**config.mk**
```make
export PLATFORM = sky130hd
export DESIGN_NAME = alu_arbiter_flat
export DESIGN_NICKNAME = d
export VERILOG_FILES = /design/src/rtl/alu_pkg.sv /design/src/rtl/alu_arbiter_if.sv /design/src/rtl/alu_arbiter_rr_arb2.sv /design/src/rtl/alu_arbiter.sv /design/src/flat_wrapper.sv
export SDC_FILE = /design/constraint.sdc
export NUM_CORES = 1
export LEC_CHECK = 0
export CAP_MARGIN = 30
export CORE_MARGIN = 2
export CORE_UTILIZATION = 37
export CTS_CLUSTER_DIAMETER = 40
export CTS_CLUSTER_SIZE = 12
export DETAILED_ROUTE_END_ITERATION = 6
export GPL_TIMING_DRIVEN = 0
export PLACE_DENSITY = 0.84
export SLEW_MARGIN = 30
export SYNTH_ARGS = -nofsm -noshare
export SYNTH_HDL_FRONTEND = slang
export SYNTH_SLANG_ARGS = --single-unit
```
**constraint.sdc**
```tcl
create_clock -name clk -period 1.34 [get_ports clk]
set_input_delay 0.268 -clock clk [delete_from_list [all_inputs] [get_ports clk]]
set_output_delay 0.268 -clock clk [all_outputs]
set_load 0.02 [all_outputs]
```
**src/rtl/alu_pkg.sv**
```systemverilog
// Shared types and constants for the two-client ALU arbiter.
package alu_pkg;
  localparam int ALU_WIDTH = 4;
  localparam int ALU_OPW   = 4;

  typedef enum logic [3:0] {
    OP_ADD = 4'd0,
    OP_SUB = 4'd1,
    OP_MUL = 4'd2,
    OP_DIV = 4'd3,
    OP_MOD = 4'd4,
    OP_AND = 4'd5,
    OP_OR  = 4'd6,
    OP_XOR = 4'd7,
    OP_SHL = 4'd8,
    OP_SHR = 4'd9
  } alu_op_e;

  typedef enum logic [1:0] {
    ST_IDLE = 2'd0,
    ST_EXEC = 2'd1,
    ST_RESP = 2'd2
  } arb_state_e;

  function automatic logic is_legal_op(input logic [3:0] op);
    return op <= OP_SHR;
  endfunction
endpackage

```
**src/rtl/alu_arbiter_if.sv**
```systemverilog
// Bundle of request, ALU and response signals around the arbiter.
interface alu_arbiter_if
  import alu_pkg::*;
#(
  parameter int WIDTH = ALU_WIDTH,
  parameter int OPW   = ALU_OPW
);
  logic             req0_valid, req0_ready;
  logic [WIDTH-1:0] req0_a, req0_b;
  logic [OPW-1:0]   req0_op;
  logic             req1_valid, req1_ready;
  logic [WIDTH-1:0] req1_a, req1_b;
  logic [OPW-1:0]   req1_op;
  logic [WIDTH-1:0] alu_a, alu_b;
  logic [OPW-1:0]   alu_op;
  logic [WIDTH:0]   alu_result;
  logic             resp_valid, resp_ready, resp_id, resp_err, busy;
  logic [WIDTH:0]   resp_data;

  modport slave (
    input  req0_valid, req0_a, req0_b, req0_op,
    output req0_ready,
    input  req1_valid, req1_a, req1_b, req1_op,
    output req1_ready,
    output alu_a, alu_b, alu_op,
    input  alu_result,
    output resp_valid, resp_id, resp_data, resp_err, busy,
    input  resp_ready
  );

  modport master (
    output req0_valid, req0_a, req0_b, req0_op,
    input  req0_ready,
    output req1_valid, req1_a, req1_b, req1_op,
    input  req1_ready,
    input  alu_a, alu_b, alu_op,
    output alu_result,
    input  resp_valid, resp_id, resp_data, resp_err, busy,
    output resp_ready
  );
endinterface

```
**src/rtl/alu_arbiter_rr_arb2.sv**
```systemverilog
// Two-way round-robin grant; the pointer moves past the winner on advance.
module rr_arb2 (
  input  logic       clk,
  input  logic       rst,
  input  logic [1:0] valid,
  input  logic       advance,
  output logic [1:0] grant
);
  logic ptr_q, ptr_d;  // 1 = requester 1 wins a tie

  always_comb begin
    grant = 2'b00;
    unique case (valid)
      2'b01:   grant = 2'b01;
      2'b10:   grant = 2'b10;
      2'b11:   grant = ptr_q ? 2'b10 : 2'b01;
      default: grant = 2'b00;
    endcase
    ptr_d = ptr_q;
    if (advance) ptr_d = grant[0];
  end

  always_ff @(posedge clk) begin
    if (rst) ptr_q <= 1'b0;
    else     ptr_q <= ptr_d;
  end
endmodule

```
**src/rtl/alu_arbiter.sv**
```systemverilog
// Shares one combinational ALU between two requesters; one operation in flight.
//  state   | meaning
//  ST_IDLE | waiting for a request, grant is live on reqN_ready
//  ST_EXEC | latched operands on alu_*, result captured at end of cycle
//  ST_RESP | response held on resp_* until resp_ready
module alu_arbiter
  import alu_pkg::*;
#(
  parameter int WIDTH = ALU_WIDTH,
  parameter int OPW   = ALU_OPW
) (
  input  logic         clk,
  input  logic         rst,
  alu_arbiter_if.slave bus
);
  arb_state_e       state_q, state_d;
  logic [WIDTH-1:0] a_q, a_d, b_q, b_d;
  logic [OPW-1:0]   op_q, op_d;
  logic             id_q, id_d;
  logic [WIDTH:0]   data_q, data_d;
  logic             rid_q, rid_d, err_q, err_d;
  logic             rvalid_q, rvalid_d, busy_q, busy_d;
  logic [1:0]       arb_valid, grant;
  logic             idle, accept, op_err;

  // Mask with rst so both readies read 0 while reset is held.
  assign idle      = (state_q == ST_IDLE) && !rst;
  assign arb_valid = {bus.req1_valid, bus.req0_valid} & {2{idle}};
  assign accept    = |grant;
  assign op_err    = !is_legal_op(op_q) ||
                     (((op_q == OP_DIV) || (op_q == OP_MOD)) && (b_q == '0));

  rr_arb2 u_rr (
    .clk     (clk),
    .rst     (rst),
    .valid   (arb_valid),
    .advance (accept),
    .grant   (grant)
  );

  always_comb begin
    state_d = state_q;
    a_d     = a_q;
    b_d     = b_q;
    op_d    = op_q;
    id_d    = id_q;
    data_d  = data_q;
    rid_d   = rid_q;
    err_d   = err_q;
    unique case (state_q)
      ST_IDLE: begin
        if (accept) begin
          a_d     = grant[1] ? bus.req1_a  : bus.req0_a;
          b_d     = grant[1] ? bus.req1_b  : bus.req0_b;
          op_d    = grant[1] ? bus.req1_op : bus.req0_op;
          id_d    = grant[1];
          state_d = ST_EXEC;
        end
      end
      ST_EXEC: begin
        rid_d   = id_q;
        data_d  = op_err ? '0 : bus.alu_result;
        err_d   = op_err;
        state_d = ST_RESP;
      end
      ST_RESP: begin
        if (bus.resp_ready) state_d = ST_IDLE;
      end
      default: state_d = ST_IDLE;
    endcase
    rvalid_d = (state_d == ST_RESP);
    busy_d   = (state_d != ST_IDLE);
  end

  always_ff @(posedge clk) begin
    if (rst) begin
      state_q  <= ST_IDLE;
      a_q      <= '0;
      b_q      <= '0;
      op_q     <= '0;
      id_q     <= 1'b0;
      data_q   <= '0;
      rid_q    <= 1'b0;
      err_q    <= 1'b0;
      rvalid_q <= 1'b0;
      busy_q   <= 1'b0;
    end else begin
      state_q  <= state_d;
      a_q      <= a_d;
      b_q      <= b_d;
      op_q     <= op_d;
      id_q     <= id_d;
      data_q   <= data_d;
      rid_q    <= rid_d;
      err_q    <= err_d;
      rvalid_q <= rvalid_d;
      busy_q   <= busy_d;
    end
  end

  assign bus.req0_ready = grant[0];
  assign bus.req1_ready = grant[1];
  assign bus.alu_a      = a_q;
  assign bus.alu_b      = b_q;
  assign bus.alu_op     = op_q;
  assign bus.resp_valid = rvalid_q;
  assign bus.resp_id    = rid_q;
  assign bus.resp_data  = data_q;
  assign bus.resp_err   = err_q;
  assign bus.busy       = busy_q;
endmodule

```
**src/flat_wrapper.sv**
```systemverilog
// flat-port wrapper written by rule: the top's interface ports become plain ports
module alu_arbiter_flat import alu_pkg::*;
#(
  parameter int WIDTH = ALU_WIDTH,
  parameter int OPW   = ALU_OPW
)
  (clk, rst, bus_req0_valid, bus_req0_a, bus_req0_b, bus_req0_op, bus_req0_ready, bus_req1_valid, bus_req1_a, bus_req1_b, bus_req1_op, bus_req1_ready, bus_alu_a, bus_alu_b, bus_alu_op, bus_alu_result, bus_resp_valid, bus_resp_id, bus_resp_data, bus_resp_err, bus_busy, bus_resp_ready);
  alu_arbiter_if #(.WIDTH(WIDTH), .OPW(OPW)) bus_i ();
  input  logic clk;
  input  logic rst;
  input wire logic [$bits(bus_i.req0_valid)-1:0] bus_req0_valid;
  input wire logic [$bits(bus_i.req0_a)-1:0] bus_req0_a;
  input wire logic [$bits(bus_i.req0_b)-1:0] bus_req0_b;
  input wire logic [$bits(bus_i.req0_op)-1:0] bus_req0_op;
  output wire logic [$bits(bus_i.req0_ready)-1:0] bus_req0_ready;
  input wire logic [$bits(bus_i.req1_valid)-1:0] bus_req1_valid;
  input wire logic [$bits(bus_i.req1_a)-1:0] bus_req1_a;
  input wire logic [$bits(bus_i.req1_b)-1:0] bus_req1_b;
  input wire logic [$bits(bus_i.req1_op)-1:0] bus_req1_op;
  output wire logic [$bits(bus_i.req1_ready)-1:0] bus_req1_ready;
  output wire logic [$bits(bus_i.alu_a)-1:0] bus_alu_a;
  output wire logic [$bits(bus_i.alu_b)-1:0] bus_alu_b;
  output wire logic [$bits(bus_i.alu_op)-1:0] bus_alu_op;
  input wire logic [$bits(bus_i.alu_result)-1:0] bus_alu_result;
  output wire logic [$bits(bus_i.resp_valid)-1:0] bus_resp_valid;
  output wire logic [$bits(bus_i.resp_id)-1:0] bus_resp_id;
  output wire logic [$bits(bus_i.resp_data)-1:0] bus_resp_data;
  output wire logic [$bits(bus_i.resp_err)-1:0] bus_resp_err;
  output wire logic [$bits(bus_i.busy)-1:0] bus_busy;
  input wire logic [$bits(bus_i.resp_ready)-1:0] bus_resp_ready;
  assign bus_i.req0_valid = bus_req0_valid;
  assign bus_i.req0_a = bus_req0_a;
  assign bus_i.req0_b = bus_req0_b;
  assign bus_i.req0_op = bus_req0_op;
  assign bus_req0_ready = bus_i.req0_ready;
  assign bus_i.req1_valid = bus_req1_valid;
  assign bus_i.req1_a = bus_req1_a;
  assign bus_i.req1_b = bus_req1_b;
  assign bus_i.req1_op = bus_req1_op;
  assign bus_req1_ready = bus_i.req1_ready;
  assign bus_alu_a = bus_i.alu_a;
  assign bus_alu_b = bus_i.alu_b;
  assign bus_alu_op = bus_i.alu_op;
  assign bus_i.alu_result = bus_alu_result;
  assign bus_resp_valid = bus_i.resp_valid;
  assign bus_resp_id = bus_i.resp_id;
  assign bus_resp_data = bus_i.resp_data;
  assign bus_resp_err = bus_i.resp_err;
  assign bus_busy = bus_i.busy;
  assign bus_i.resp_ready = bus_resp_ready;
  alu_arbiter #(.WIDTH(WIDTH), .OPW(OPW)) u_core (.clk(clk), .rst(rst), .bus(bus_i));
endmodule
```
==> results of run 1 <==
==> path summary, 6_finish.rpt <==
check / from / to / slack [ns]
worst min-delay path: rst / u_core.bus.alu_b[3] / 0.12
worst max register to register: u_core.state_q[0] / u_core.bus.alu_b[1] / -0.27
worst min register to register: u_core.bus.resp_id / u_core.bus.resp_id / 0.47
worst max-delay path: u_core.state_q[0] / bus_req0_ready / -0.28
==> final cells by class <==
class	count	share of cell area [%]
Multi-Input combinational cell	89	38.0
Timing Repair Buffer	65	28.4
Sequential cell	25	23.9
Buffer	13	5.05
Tap cell	46	2.70
Clock buffer	4	1.23
Inverter	4	0.705
==> logic make-up (layout without fill, tap and decap cells) <==
| logic type | count (synthesis) | count (layout) | synth area share, % |
|---|---|---|---|
| compound gates | 45 | 45 | 30.0 |
| mux | 4 | 4 | 3.15 |
| flops | 25 | 25 | 39.4 |
| buf+inv | 17 | 86 | 7.68 |
| simple gates | 40 | 40 | 19.8 |
==> repair_timing <==
| item | 4_1_cts | 5_1_grt |
|---|---|---|
| setup buffers | 9 | 1 |
| cloned | 3 | 0 |
| pin swaps | 21 | 16 |
| endpoints found under the setup margin | 41 | 29 |
| gates resized for setup | 56 | 30 |
==> stage by stage <==
| step | worst slack (ns) | cells |
|---|---|---|
| floorplan | -0.0103 | 131 |
| detailed placement | -0.606 | 232 |
| global placement | -0.614 | 232 |
| CTS | -0.210 | 246 |
| finish | -0.285 | 246 |
| global route | -0.332 | 246 |
==> critical path: stages (launching register included) <==
cell and delay (ns):
dfxtp_4 0.38, nor3_4 0.28, and3_4 0.24, buf_6 0.11
==> layer usage <==
metal	vias up	part of all wire (%)	track usage [%]
met3	10	4.6	2.52
met1	644	44	24.2
li1	649	-	-
met2	52	49	32.4
met5	-	0	0
met4	0	1.7	5.83
==> sequential cells by signal, indices dropped and copies added, names as in the netlist <==
signal	count
u_core.bus.alu_a	4
u_core.bus.alu_b	4
u_core.bus.alu_op	4
u_core.bus.busy	1
u_core.bus.resp_data	5
u_core.bus.resp_err	1
u_core.bus.resp_id	1
u_core.bus.resp_valid	1
u_core.id_q	1
u_core.state_q	2
u_core.u_rr.ptr_q	1
==> where the power goes <==
part	leakage (nW)	total, mW	switching, mW	internal (mW)
clock	0.0150	0.359	0.241	0.117
combinational	0.574	0.752	0.388	0.364
sequential	0.208	0.862	0.0485	0.814
==> cell usage in the layout, fill, tap and decap left out, types with 5 or more instances in the layout <==
cell / count
dfxtp_1: 20
buf_4: 6
a311oi_1: 10
buf_6: 8
dlygate4sd2_1: 14
nand2_1: 6
nand4_1: 12
clkbuf_2: 7
clkbuf_4: 5
a21oi_1: 15
clkdlybuf4s50_1: 31
o31ai_4: 10
==> results.json, run 1 <==
{
  "wl_per_cell_um": 15.8,
  "synth_area_leader_cell": "dfxtp_1",
  "cp.required_ns": 1.07,
  "synth_area_leaders": "dfxtp_1 (39%), o31ai_2 (9.9%), a311oi_1 (8.3%)",
  "htree_num_levels": 1,
  "firstDrtPassIters": 4,
  "rsz0062_at_grt": "true",
  "cts_tree": "done",
  "violations": "negative setup slack",
  "syn_inst": 131,
  "core_um2": 3310,
  "diodes": 0,
  "ys_types": 31,
  "vias": 1355,
  "ys_warn_count": 0,
  "numCtsBuffers": 3,
  "grt_pass1_vias": 1252,
  "critPathLaunchType": "flip-flop",
  "boundaryPins": 57,
  "stdcell_area_um2": 2130,
  "period_share_pct": 121,
  "min_path_type": "input port to flip-flop",
  "drt_iter0_drc": 55,
  "drt_wl_total_mm": 3.88,
  "place.gp.congestion": 0.750,
  "ir_drop_v": 0.000437,
  "grt_max_degree": 14,
  "synth_flop_cell": "dfxtp_1",
  "finalWorstSetupSlack_ns": -0.285,
  "status": "finished with violations",
  "cp.arrival_ns": 1.36,
  "regArea_um2": 509,
  "slew_violations": 0,
  "worst_pin_slew_ns": 0.567,
  "dieArea_um2": 3920,
  "slew_headroom_pct": 62.2,
  "synth.most_common_cell": "dfxtp_1",
  "max_freq_ghz": 0.615,
  "power_mw": 1.97,
  "die_width_um": 62.6,
  "die_y_um": 62.6,
  "clock_path_buffers": 2,
  "setup-tns-final_ns": -3.25,
  "syn_to_final_growth_pct": 67.7,
  "p_leak_nw": 0.797,
  "grt_util_all_layers_pct": 18.8,
  "hold_buffers": 0,
  "root_buffer": "clkbuf_4",
  "multi_input_area_um2": 808,
  "holdWs_ns": 0.122,
  "critical_path_class": "flip-flop to primary output",
  "syn_nets": 165,
  "drive_gt1_share_pct": 32.0,
  "postPlaceCellArea_um2": 1880,
  "synth.cell_area_um2": 1270,
  "nets": 235,
  "finalHoldViolCount": 0,
  "synth_top_area_share_pct": 39.4,
  "antenna_left": 0,
  "initial_utilization_pct": 38.4,
  "cp-end-kind": "primary output",
  "hold_depth": 2,
  "post-route-drc-count": 0,
  "syn_area_per_cell_um2": 9.69,
  "skew_ns": 0.0192,
  "r2r_cells": 5,
  "cp_max_fo": 5,
  "fin_crit_ns": 1.62,
  "fillers": 278,
  "power_density_nw_per_um2": 926,
  "grt_pass1_wl_mm": 5.97,
  "dpl.hpwl_mm": 2.49,
  "postSynthRegisterBits": 25,
  "utilization_pct": 64.3,
  "synthTopCellsByCount": "dfxtp_1 (25), a21oi_1 (15), a311oi_1 (12), nand4_1 (12), o31ai_2 (10)",
  "synth-edff-count": 0,
  "antenna_found_initial": 0,
  "path_clk_slew_ns": 0.15,
  "async_flop_share_pct": 0,
  "rows": 21,
  "setup_viol": 20,
  "max_cap_viol_count": 0,
  "grt-ovfl-total": 0,
  "synth-seq-area-share_pct": 39.4,
  "viasPerCell": 5.51,
  "cts.sinks": 25,
  "clock_latency_ns": 0.34,
  "io_buffers": 55
}
No activity file was read; power rests on OpenSTA's default activity.
==> run 2, diff against run 1 <==
--- a/config.mk
+++ b/config.mk
@@ -5,14 +5,16 @@
 export SDC_FILE = /design/constraint.sdc
 export NUM_CORES = 1
 export LEC_CHECK = 0
+export ABC_AREA = 1
 export CAP_MARGIN = 30
+export CORE_ASPECT_RATIO = 1.1
 export CORE_MARGIN = 2
-export CORE_UTILIZATION = 37
+export CORE_UTILIZATION = 38
 export CTS_CLUSTER_DIAMETER = 40
 export CTS_CLUSTER_SIZE = 12
 export DETAILED_ROUTE_END_ITERATION = 6
 export GPL_TIMING_DRIVEN = 0
-export PLACE_DENSITY = 0.84
+export PLACE_DENSITY = 0.85
 export SLEW_MARGIN = 30
 export SYNTH_ARGS = -nofsm -noshare
 export SYNTH_HDL_FRONTEND = slang
==> run 2 against run 1 <==
Compared with the run above:
- the run still ends with negative setup slack left
- cell count up 26%
- sequential share of layout area down 0.54 points
- via count up 7.4%
- maximum frequency up 3.9%
- register-to-register slack better by 0.23 ns
- highest routed layer unchanged
==> results.json, run 2 <==
{
  "status": "finished with violations",
  "violations": "negative setup slack",
  "worstReg2RegStart": "u_core.state_q[1]",
  "seqPwrFrac_pct": 44.2,
  "clock_path_buffers": 2,
  "antenna_left": 0,
  "htree_num_levels": 1,
  "nets": 297,
  "min_from": "bus_req0_valid",
  "largest_reg_flops": 5,
  "skew_ns": 0.0129,
  "synth.most_common_cell": "nand2_1",
  "core_um2": 3360,
  "r2r_cells": 8,
  "diodes": 0,
  "cts_tree": "done",
  "rsz0062_at_grt": "true",
  "p_int_mw": 1.27,
  "io_buffers": 56,
  "initial_utilization_pct": 39.8,
  "crit_end": "bus_req0_ready",
  "rows": 22,
  "setup_viol": 12,
  "postSynthRegisterBits": 25,
  "reg2reg_slack_ns": -0.04,
  "grt_util_all_layers_pct": 17.8,
  "postPlaceCellArea_um2": 1960,
  "critPathLaunchType": "flip-flop",
  "grt-busiest-layer": "met2",
  "cp-end-kind": "primary output",
  "syn_to_final_growth_pct": 62.6,
  "dpl.hpwl_mm": 2.45,
  "layout_common_cells": "inv_1 (30), clkdlybuf4s50_1 (30), nand2_1 (23)",
  "clock_latency_ns": 0.33,
  "use_met1_pct": 21.5,
  "r2r-end": "u_core.bus.alu_op[3]",
  "drt_iter0_drc": 35,
  "place.gp.congestion": 0.762,
  "cts.sinks": 25,
  "max_cap_viol_count": 0,
  "grt_max_degree": 17,
  "drt_wl_total_mm": 3.73,
  "synth-seq-area-share_pct": 37.5,
  "wl_per_cell_um": 12.0,
  "vias": 1455,
  "ys_warn_count": 0,
  "antenna_found_initial": 0,
  "max_freq_ghz": 0.640,
  "boundaryPins": 57,
  "syn_nets": 226,
  "fin_crit_ns": 1.56,
  "die_y_um": 66.2,
  "root_buffer": "clkbuf_4",
  "path_clk_slew_ns": 0.16,
  "firstDrtPassIters": 4,
  "cp_max_fo": 3,
  "min_path_type": "input port to flip-flop",
  "cp.required_ns": 1.07,
  "combPwrFrac_pct": 36.4,
  "synth_area_leaders": "dfxtp_1 (37%), nand2_1 (10%), inv_1 (9.8%)",
  "synth_area_leader_cell": "dfxtp_1",
  "hold_buffers": 0,
  "synth-edff-count": 0,
  "slew_violations": 0,
  "drive_gt1_share_pct": 32.4,
  "die_width_um": 60.5,
  "worst_pin_slew_ns": 0.541,
  "globalRouteMet3Util_pct": 3.52,
  "cp-startpoint": "u_core.state_q[1]",
  "grt-ovfl-total": 0,
  "switching_share_pct": 34.9,
  "syn_inst": 192,
  "viasPerCell": 4.69,
  "grt_pass1_wl_mm": 5.57,
  "syn_area_per_cell_um2": 6.96,
  "period_share_pct": 117,
  "synth_top_area_share_pct": 37.5,
  "post-route-drc-count": 0,
  "ir_drop_v": 0.000531,
  "p_switching_mw": 0.683,
  "synth.cell_area_um2": 1340,
  "power_density_nw_per_um2": 899,
  "finalWorstSetupSlack_ns": -0.223,
  "clock_power_share_pct": 19.4,
  "synth_flop_cell": "dfxtp_1",
  "utilization_pct": 64.7,
  "finalHoldViolCount": 0,
  "p_leak_nw": 1.02,
  "critical_path_class": "flip-flop to primary output",
  "dieArea_um2": 4010,
  "stdcell_area_um2": 2170,
  "synthTopCellsByCount": "nand2_1 (36), inv_1 (35), dfxtp_1 (25), nand3_1 (21), nor2_1 (20)",
  "grt_pass1_vias": 1300,
  "globalRouteMet2Util_pct": 30.6,
  "ys_types": 21,
  "numCtsBuffers": 3,
  "async_flop_share_pct": 0,
  "slew_headroom_pct": 63.9,
  "cp.arrival_ns": 1.30
}
[run 2: cell types whose count changed in the layout (fill, tap and decap cells not counted), sizes merged, moves of 5 or more]
cell / before / now
inv: 4 / 39
nand2: 6 / 37
nand3: 1 / 31
nor2: 1 / 21
o31ai: 13 / 0
a311oi: 12 / 0
nand4: 12 / 2
o21ai: 1 / 8
nor3: 6 / 0
a21oi: 15 / 20
clkdlybuf4s15: 2 / 7
[run 2: layer usage]
layer	share of wire, %	vias to the layer above
li1	-	739
met1	41	650
met2	52	56
met3	4.7	10
met4	3.0	0
met5	0	-
[run 2: area by class of cell]
cell class,instances,area [um2]
Multi-Input combinational cell,122,731
Buffer,6,53.8
Clock buffer,3,22.5
Sequential cell,25,508
Timing Repair Buffer,67,647
Clock inverter,1,8.76
Inverter,38,143
Tap cell,48,60.1
Fill cell,299,1180
[run 2: critical path, cell delays in order, from the launching register on]
cell	delay [ns]
dfxtp_2	0.36
inv_2	0.07
nand2_2	0.06
nor2_4	0.12
buf_6	0.12
nand3_4	0.06
inv_2	0.06
buf_6	0.10
[run 2: worst min-delay path by stage]
| stage | end | slack [ns] | cells past startpoint |
|---|---|---|---|
| 3_3_place_gp | u_core.id_q | 0.45 | 2 |
| 4_1_cts | u_core.u_rr.ptr_q | 0.40 | 3 |
| 6_report | u_core.u_rr.ptr_q | 0.40 | 3 |
| 2_1_floorplan | u_core.bus.resp_data[2] | 0.43 | 3 |
| 5_1_grt | u_core.u_rr.ptr_q | 0.40 | 3 |
| 3_5_place_dp | u_core.id_q | 0.46 | 2 |
[run 2: through the flow]
step | total power [mW] | cells | setup WS, ns | hold WS (ns) | setup TNS [ns]
5_1_grt | 2.05 | 310 | -0.290 | 0.403 | -1.77
3_3_place_gp | 1.48 | 296 | -1.00 | 0.450 | -9.14
3_5_place_dp | 1.49 | 296 | -1.01 | 0.458 | -9.11
4_1_cts | 1.86 | 306 | -0.227 | 0.404 | -0.490
2_1_floorplan | 1.22 | 192 | 0.0384 | 0.433 | 0
6_report | 1.95 | 310 | -0.223 | 0.403 | -0.557
[run 2: timing repair]
item / 4_1_cts / 5_1_grt
gates cloned: 0 / 2
pin swaps: 3 / 4
setup endpoints to repair: 32 / 30
gates resized for setup: 58 / 40
buffers inserted: 7 / 4
[run 2: logic make-up after synthesis]
| family | share of synthesized area, % |
|---|---|
| DFF | 37.5 |
| and+or+nand+nor | 34.8 |
| AOI/OAI and AO/OA | 13.9 |
| buffers and inverters | 13.9 |
[run 2: power groups by stage]
stage	Combinational [mW]	Sequential [mW]	Clock, mW
3_5_place_dp	0.619	0.869	0
6_report	0.711	0.863	0.380
4_1_cts	0.640	0.853	0.371
2_1_floorplan	0.284	0.931	0
5_1_grt	0.775	0.871	0.407
3_3_place_gp	0.609	0.868	0
